**config.mk**
```make
export PLATFORM = sky130hd
export DESIGN_NAME = psum_accumulator_flat
export DESIGN_NICKNAME = d
export VERILOG_FILES = /design/src/rtl/psum_accumulator_if.sv /design/src/rtl/psum_accumulator.sv /design/src/flat_wrapper.sv
export SDC_FILE = /design/constraint.sdc
export NUM_CORES = 1
export LEC_CHECK = 0
export BUFFER_PORTS_ARGS = -buffer_cell sky130_fd_sc_hd__buf_4
export CORE_MARGIN = 2
export CORE_UTILIZATION = 37
export CTS_CLUSTER_DIAMETER = 30
export DETAILED_ROUTE_END_ITERATION = 10
export PLACE_DENSITY_LB_ADDON = 0.1
export SKIP_CTS_REPAIR_TIMING = 1
export SLEW_MARGIN = 20
export SYNTH_ARGS = -nofsm -noshare
export SYNTH_HDL_FRONTEND = slang
export SYNTH_SLANG_ARGS = --single-unit
```
**constraint.sdc**
```tcl
create_clock -name clk -period 6.1 [get_ports clk]
set_input_delay 1.525 -clock clk [delete_from_list [all_inputs] [get_ports clk]]
set_output_delay 1.525 -clock clk [all_outputs]
set_load 0.02 [all_outputs]
```
**src/rtl/psum_accumulator_if.sv**
```systemverilog
// -----------------------------------------------------------------------------
// psum_accumulator_if
// Bundles the two valid/ready streams around the partial-sum accumulator.
//
// Handshake rule, identical on both streams: a transfer happens on a rising clk
// edge where valid and ready are both high. The producer holds valid and its
// payload steady until that edge. The consumer may raise or drop ready at any
// time, and ready never depends combinationally on valid.
//
//   Input stream  (multiplier -> accumulator): in_valid / in_ready,
//                 payload in_psum, in_last, mode
//   Output stream (accumulator -> requant):    out_valid / out_ready,
//                 payload out_acc, out_mode, out_cnt, out_ovf
//
// Modports
//   master : environment side. Drives input beats and consumes results.
//   slave  : accumulator side.
// -----------------------------------------------------------------------------
interface psum_accumulator_if #(
  parameter int PSUM_W = 24,
  parameter int ACC_W  = 32,
  parameter int CNT_W  = 8
);
  logic              mode;
  logic              in_valid;
  logic              in_ready;
  logic [PSUM_W-1:0] in_psum;
  logic              in_last;
  logic              out_valid;
  logic              out_ready;
  logic [ACC_W-1:0]  out_acc;
  logic              out_mode;
  logic [CNT_W-1:0]  out_cnt;
  logic              out_ovf;

  modport master (
    output mode, in_valid, in_psum, in_last, out_ready,
    input  in_ready, out_valid, out_acc, out_mode, out_cnt, out_ovf
  );

  modport slave (
    input  mode, in_valid, in_psum, in_last, out_ready,
    output in_ready, out_valid, out_acc, out_mode, out_cnt, out_ovf
  );
endinterface

```
**src/rtl/psum_accumulator.sv**
```systemverilog
// -----------------------------------------------------------------------------
// psum_accumulator
// Sums the stream of products from the 8b/2x4b multiplier. A group of beats
// ends with in_last, and each group produces one result. In 2x4b mode the
// product holds two packed halves {hi,lo}. Each half has its own lane sum, and
// no carry passes between the lanes.
//
// Ports
//   clk, rst   : clock; synchronous active-high reset
//   bus        : psum_accumulator_if.slave
//                (mode, in_valid/in_ready, in_psum, in_last,
//                 out_valid/out_ready, out_acc, out_mode, out_cnt, out_ovf)
//   dbg_state  : current FSM state (IDLE=0, ACC=1, HOLD=2)
//
// Build option
//   PSUM_ACC_SAT_EN : when defined, a lane that overflows clamps to its most
//                     positive or most negative value. When undefined, the
//                     lane wraps. out_ovf is set in both builds.
// -----------------------------------------------------------------------------
module psum_accumulator #(
  parameter int PSUM_W = 24,
  parameter int ACC_W  = 32,
  parameter int CNT_W  = 8
) (
  input  logic               clk,
  input  logic               rst,
  psum_accumulator_if.slave  bus,
  output logic [1:0]         dbg_state
);
  localparam int HW = ACC_W / 2;   // lane width in 2x4b mode
  localparam int PH = PSUM_W / 2;  // product half width

  localparam logic [1:0] S_IDLE = 2'd0;
  localparam logic [1:0] S_ACC  = 2'd1;
  localparam logic [1:0] S_HOLD = 2'd2;

`ifdef PSUM_ACC_SAT_EN
  localparam logic [ACC_W-1:0] FULL_MAX = {1'b0, {(ACC_W-1){1'b1}}};
  localparam logic [ACC_W-1:0] FULL_MIN = {1'b1, {(ACC_W-1){1'b0}}};
  localparam logic [HW-1:0]    LANE_MAX = {1'b0, {(HW-1){1'b1}}};
  localparam logic [HW-1:0]    LANE_MIN = {1'b1, {(HW-1){1'b0}}};
`endif

  logic [1:0]       state;
  logic [ACC_W-1:0] acc_q;
  logic [CNT_W-1:0] cnt_q;
  logic             ovf_q;
  logic             mode_q;

  logic             in_ready_int;
  logic             beat_fire;
  logic             op_mode;
  logic [ACC_W-1:0] base;
  logic [ACC_W-1:0] full_b, full_s;
  logic             full_o;
  logic [HW-1:0]    lo_b, lo_s, hi_b, hi_s;
  logic             lo_o, hi_o;
  logic [ACC_W-1:0] sum_next;
  logic             ovf_add;

  // Ready and valid are gated by rst. This keeps both low during the reset
  // cycle, whatever state the FSM is in.
  assign in_ready_int  = !rst && (state != S_HOLD);
  assign beat_fire     = bus.in_valid && in_ready_int;
  assign bus.in_ready  = in_ready_int;
  assign bus.out_valid = !rst && (state == S_HOLD);
  assign bus.out_acc   = acc_q;
  assign bus.out_mode  = mode_q;
  assign bus.out_cnt   = cnt_q;
  assign bus.out_ovf   = ovf_q;
  assign dbg_state     = state;

  // The first beat of a group adds onto zero. So the same adders also do the
  // load, and a first beat can never raise overflow.
  always_comb begin
    op_mode = (state == S_IDLE) ? bus.mode : mode_q;
    base    = (state == S_IDLE) ? '0 : acc_q;

    full_b = {{(ACC_W-PSUM_W){bus.in_psum[PSUM_W-1]}}, bus.in_psum};
    full_s = base + full_b;
    full_o = (base[ACC_W-1] == full_b[ACC_W-1]) && (full_s[ACC_W-1] != base[ACC_W-1]);

    lo_b = {{(HW-PH){bus.in_psum[PH-1]}}, bus.in_psum[PH-1:0]};
    lo_s = base[HW-1:0] + lo_b;
    lo_o = (base[HW-1] == lo_b[HW-1]) && (lo_s[HW-1] != base[HW-1]);

    hi_b = {{(HW-PH){bus.in_psum[PSUM_W-1]}}, bus.in_psum[PSUM_W-1:PH]};
    hi_s = base[ACC_W-1:HW] + hi_b;
    hi_o = (base[ACC_W-1] == hi_b[HW-1]) && (hi_s[HW-1] != base[ACC_W-1]);

`ifdef PSUM_ACC_SAT_EN
    // An overflow means both operands had the same sign. So the sign of the
    // old lane value tells which limit to clamp to.
    if (full_o) full_s = base[ACC_W-1] ? FULL_MIN : FULL_MAX;
    if (lo_o)   lo_s   = base[HW-1]    ? LANE_MIN : LANE_MAX;
    if (hi_o)   hi_s   = base[ACC_W-1] ? LANE_MIN : LANE_MAX;
`endif

    if (op_mode) begin
      sum_next = {hi_s, lo_s};
      ovf_add  = hi_o | lo_o;
    end else begin
      sum_next = full_s;
      ovf_add  = full_o;
    end
  end

  always_ff @(posedge clk) begin
    if (rst) begin
      state  <= S_IDLE;
      acc_q  <= '0;
      cnt_q  <= '0;
      ovf_q  <= 1'b0;
      mode_q <= 1'b0;
    end else begin
      case (state)
        S_IDLE: begin
          if (beat_fire) begin
            mode_q <= bus.mode;
            acc_q  <= sum_next;
            cnt_q  <= CNT_W'(1);
            ovf_q  <= 1'b0;
            state  <= bus.in_last ? S_HOLD : S_ACC;
          end
        end
        S_ACC: begin
          if (beat_fire) begin
            acc_q <= sum_next;
            cnt_q <= cnt_q + CNT_W'(1);  // wraps silently on long groups
            ovf_q <= ovf_q | ovf_add;
            if (bus.in_last) state <= S_HOLD;
          end
        end
        S_HOLD: begin
          if (bus.out_ready) state <= S_IDLE;
        end
        default: state <= S_IDLE;
      endcase
    end
  end
endmodule
```
**src/flat_wrapper.sv**
```systemverilog
// flat-port wrapper written by rule: the top's interface ports become plain ports
module psum_accumulator_flat 
#(
  parameter int PSUM_W = 24,
  parameter int ACC_W  = 32,
  parameter int CNT_W  = 8
)
  (clk, rst, dbg_state, bus_mode, bus_in_valid, bus_in_psum, bus_in_last, bus_out_ready, bus_in_ready, bus_out_valid, bus_out_acc, bus_out_mode, bus_out_cnt, bus_out_ovf);
  psum_accumulator_if #(.PSUM_W(PSUM_W), .ACC_W(ACC_W), .CNT_W(CNT_W)) bus_i ();
  input  logic clk;
  input  logic rst;
  output logic [1:0] dbg_state;
  input wire logic [$bits(bus_i.mode)-1:0] bus_mode;
  input wire logic [$bits(bus_i.in_valid)-1:0] bus_in_valid;
  input wire logic [$bits(bus_i.in_psum)-1:0] bus_in_psum;
  input wire logic [$bits(bus_i.in_last)-1:0] bus_in_last;
  input wire logic [$bits(bus_i.out_ready)-1:0] bus_out_ready;
  output wire logic [$bits(bus_i.in_ready)-1:0] bus_in_ready;
  output wire logic [$bits(bus_i.out_valid)-1:0] bus_out_valid;
  output wire logic [$bits(bus_i.out_acc)-1:0] bus_out_acc;
  output wire logic [$bits(bus_i.out_mode)-1:0] bus_out_mode;
  output wire logic [$bits(bus_i.out_cnt)-1:0] bus_out_cnt;
  output wire logic [$bits(bus_i.out_ovf)-1:0] bus_out_ovf;
  assign bus_i.mode = bus_mode;
  assign bus_i.in_valid = bus_in_valid;
  assign bus_i.in_psum = bus_in_psum;
  assign bus_i.in_last = bus_in_last;
  assign bus_i.out_ready = bus_out_ready;
  assign bus_in_ready = bus_i.in_ready;
  assign bus_out_valid = bus_i.out_valid;
  assign bus_out_acc = bus_i.out_acc;
  assign bus_out_mode = bus_i.out_mode;
  assign bus_out_cnt = bus_i.out_cnt;
  assign bus_out_ovf = bus_i.out_ovf;
  psum_accumulator #(.PSUM_W(PSUM_W), .ACC_W(ACC_W), .CNT_W(CNT_W)) u_core (.clk(clk), .rst(rst), .bus(bus_i), .dbg_state(dbg_state));
endmodule
```
==> metrics <==
Worst-path clk slew=0.07 ns; maximum clock insertion buffer count=2; Psw=369 uW; CP peak stage delay=0.42 ns; IO Pins=76; sequential cell area=881 um^2; Syn Inst Count=545; RSZ-0062 raised after global routing=no; Synth Warn #=0; row cnt=38; CTS buffer count=5; fillcell total=1,124; clk_lat worst skew=0.30 ns; number of synthesized flops with an enable pin=0; Critical Path End Type=register; Yosys reg bits=44; I/O Buffers=75; Max Fclk=0.217 GHz; Synth Area in Adders=0.138; DR iter-0 viols=228; Chip Height=110 um; Arr. time, crit path=4.79 ns; Fin Clk Skew=0.00625 ns; CP max-delay cell=or4_4; CTS tree=done; Synthesized Nets=619; setup_tns=0 ns; DR pass1 iterations=5; crit-path cells=buf_4 -> ha_1 -> inv_1 -> fa_1 -> nor2b_4 -> or4_4 -> a311o_1 -> a31o_1 -> a21oi_2 -> o31a_4 -> o21ai_2 -> a22o_1 -> a311o_1 -> and3b_1 -> o31a_1; maximum VDD drop=0.118 mV; internal power=667 uW; hold_sp=u_core.bus.out_acc[26]; Clk pwr share=0.313; Wirelength per Cell=16.2 um; largest net degree at the start of global routing=59; Netlist cell types=65; leakage power=0.00240 uW; layout cells sized above 1=0.163; core area=10,900 um^2; number of buffers and inverters on the critical path=2; first-pass GRT wire length=19.5 mm; worst-case reg-to-reg path depth=15; Cell Area, Synth=4180 um^2; RR Startpoint=u_core.dbg_state[0]; hold endpoint=u_core.bus.out_acc[26]; Total GRT Usage=0.205; power share of the combinational group=0.358; die area=12,200 um^2; Detailed Route WL=12.1 mm; Post-Synth Simple-Gate Area=0.224; Power Dens Cells=207 nW/um^2; Worst-Margin Slew=1.04 ns; post-synthesis mux area share=0.0120; Die Wd=110 um; Design Area, Final=5010 um^2; HP Class=reg -> reg; max_cap viols=0; remaining antenna violation count after routing=0; reg2reg end=u_core.bus.out_acc[30]; footprint of the multi-input gates=3160 um^2; CP Launch Point=bus_in_psum[0]; relative slew slack=0.306; Layout area overhead=19.8%; XOR/XNOR share of the synthesized area=0.0963; Synth Area in Compound Gates=0.285; final net count=676; Starting Density=0.383; Fin. Hold Viols=0; Hold Crit Depth=2; Vias/cell=5.53; GRT overflow=0; # DRC=0; Sequential Power Share=0.328; Net Sw Frac=0.356; sequential fraction of the synthesis area=0.211; Cell Area, Placed=4840 um^2; RD Place Congestion=0.887; Vias=4,110; min Tclk post-route=4.60 ns; Post-synth top flop=dfxtp_1; Sink Count=44; status=completed; initial antenna violation count=0; crit path kind=in -> reg; CP most frequent cell=a311o_1; HPWL after detailed placement=8.90 mm; vias in the first global route=3,955; CP Max Fanout=3; CP Launch Type=input pin; Worst EP required=6.29 ns; fin. max-slew vios=0; Root Driver=clkbuf_16; main combinational cell family by area after synthesis=compound AO/OA/AOI/OAI gates; diodes inserted=0; Worst path top cell family by delay=compound AO/OA/AOI/OAI gates; FF-to-FF setup slack=1.57 ns; Final Setup Violations=0; H-tree levels=2; period utilization=0.754; average size of a mapped cell=7.68 um^2; ys async rst share=0
power by group through the flow:
stage          clock network (uW)  registers, uW  logic, uW
2_1_floorplan                   0            372        224
3_3_place_gp                    0            346        368
3_5_place_dp                    0            347        370
4_1_cts                       334            341        372
5_1_grt                       346            345        412
6_report                      325            341        371
flip-flops by register name, indices dropped and copies added (netlist names):
name / cells
u_core.bus.out_acc: 32
u_core.bus.out_cnt: 8
u_core.bus.out_mode: 1
u_core.bus.out_ovf: 1
u_core.dbg_state: 2
stage by stage:
stage                      util  instances  hold WS [ns]  worst slack (ns)  total power (uW)
final                     0.458        743         0.472              1.50              1040
after global routing      0.458        743         0.511              1.29              1100
after CTS                 0.458        743         0.477              1.52              1050
after detailed placement  0.443        735         0.467              1.21               717
after global placement    0.443        735         0.461              1.26               714
after floorplan               -        545         0.541              1.56               596
layer usage:
layer,vias to the layer above,global-route usage,share of wire
met5,-,0,0
met4,0,0.0527,0.012
met3,9,0.0400,0.056
met2,100,0.324,0.44
met1,1894,0.287,0.49
li1,2107,-,-
cell type report:
| cell class | count | area share |
|---|---|---|
| Sequential cell | 44 | 0.176 |
| Clock buffer | 5 | 0.0250 |
| Timing Repair Buffer | 78 | 0.117 |
| Tap cell | 140 | 0.0349 |
| Inverter | 10 | 0.00749 |
| Multi-Input combinational cell | 463 | 0.631 |
| Clock inverter | 3 | 0.00924 |
kinds of logic after synthesis:
logic type | after synthesis
XOR/XNOR | 46
buffers and inverters | 38
flip-flops | 44
multiplexers | 5
AND/OR/NAND/NOR | 183
adder cells (fa/ha/maj) | 46
AO/OA/AOI/OAI | 183
how the worst max path moves through the flow:
| stage | cells after the start | end | slack (ns) |
|---|---|---|---|
| after floorplan | 14 | u_core.bus.out_acc[30] | 1.56 |
| after global placement | 15 | u_core.bus.out_acc[30] | 1.26 |
| after detailed placement | 15 | u_core.bus.out_acc[30] | 1.21 |
| after CTS | 15 | u_core.bus.out_acc[30] | 1.52 |
| after global routing | 15 | u_core.bus.out_acc[30] | 1.29 |
| final | 15 | u_core.bus.out_acc[30] | 1.50 |
cell usage after synthesis, drive strengths merged (20+ instances only):
cell type / instances / area [um^2]
ha: 43 / 538
nand3: 32 / 160
and2: 32 / 200
nand2: 39 / 146
o21ai: 54 / 274
xor2: 26 / 228
clkbuf: 24 / 90.1
xnor2: 20 / 175
nor2: 39 / 146
dfxtp: 44 / 881
a21o: 22 / 165
a21oi: 41 / 209
cell usage in the layout (no fill, tap or decap), types with 7 or more instances in the layout:
master | synthesis | final
nand3_1 | 32 | 32
inv_1 | 10 | 10
a21oi_1 | 40 | 40
ha_1 | 43 | 43
a21o_1 | 22 | 22
xnor2_1 | 20 | 20
nor2_1 | 39 | 39
and2_1 | 32 | 32
o21ai_1 | 11 | 11
buf_4 | 0 | 78
o21ai_0 | 42 | 42
xor2_1 | 26 | 26
nand2_1 | 39 | 38
dfxtp_1 | 44 | 44
nand4_1 | 7 | 7
a31oi_1 | 12 | 12
worst reg2reg max path: stages, from the launching register on:
cell     delay [ns]
dfxtp_1        0.53
or2_1          0.60
buf_4          0.38
and2_1         0.17
ha_1           0.28
a21oi_1        0.25
nand2_1        0.09
a311o_1        0.35
a31o_1         0.25
a21oi_2        0.23
o31a_4         0.19
o21ai_2        0.08
a22o_1         0.26
a311o_1        0.37
and3b_1        0.18
o31a_1         0.22
No activity file was read; power rests on OpenSTA's default activity.
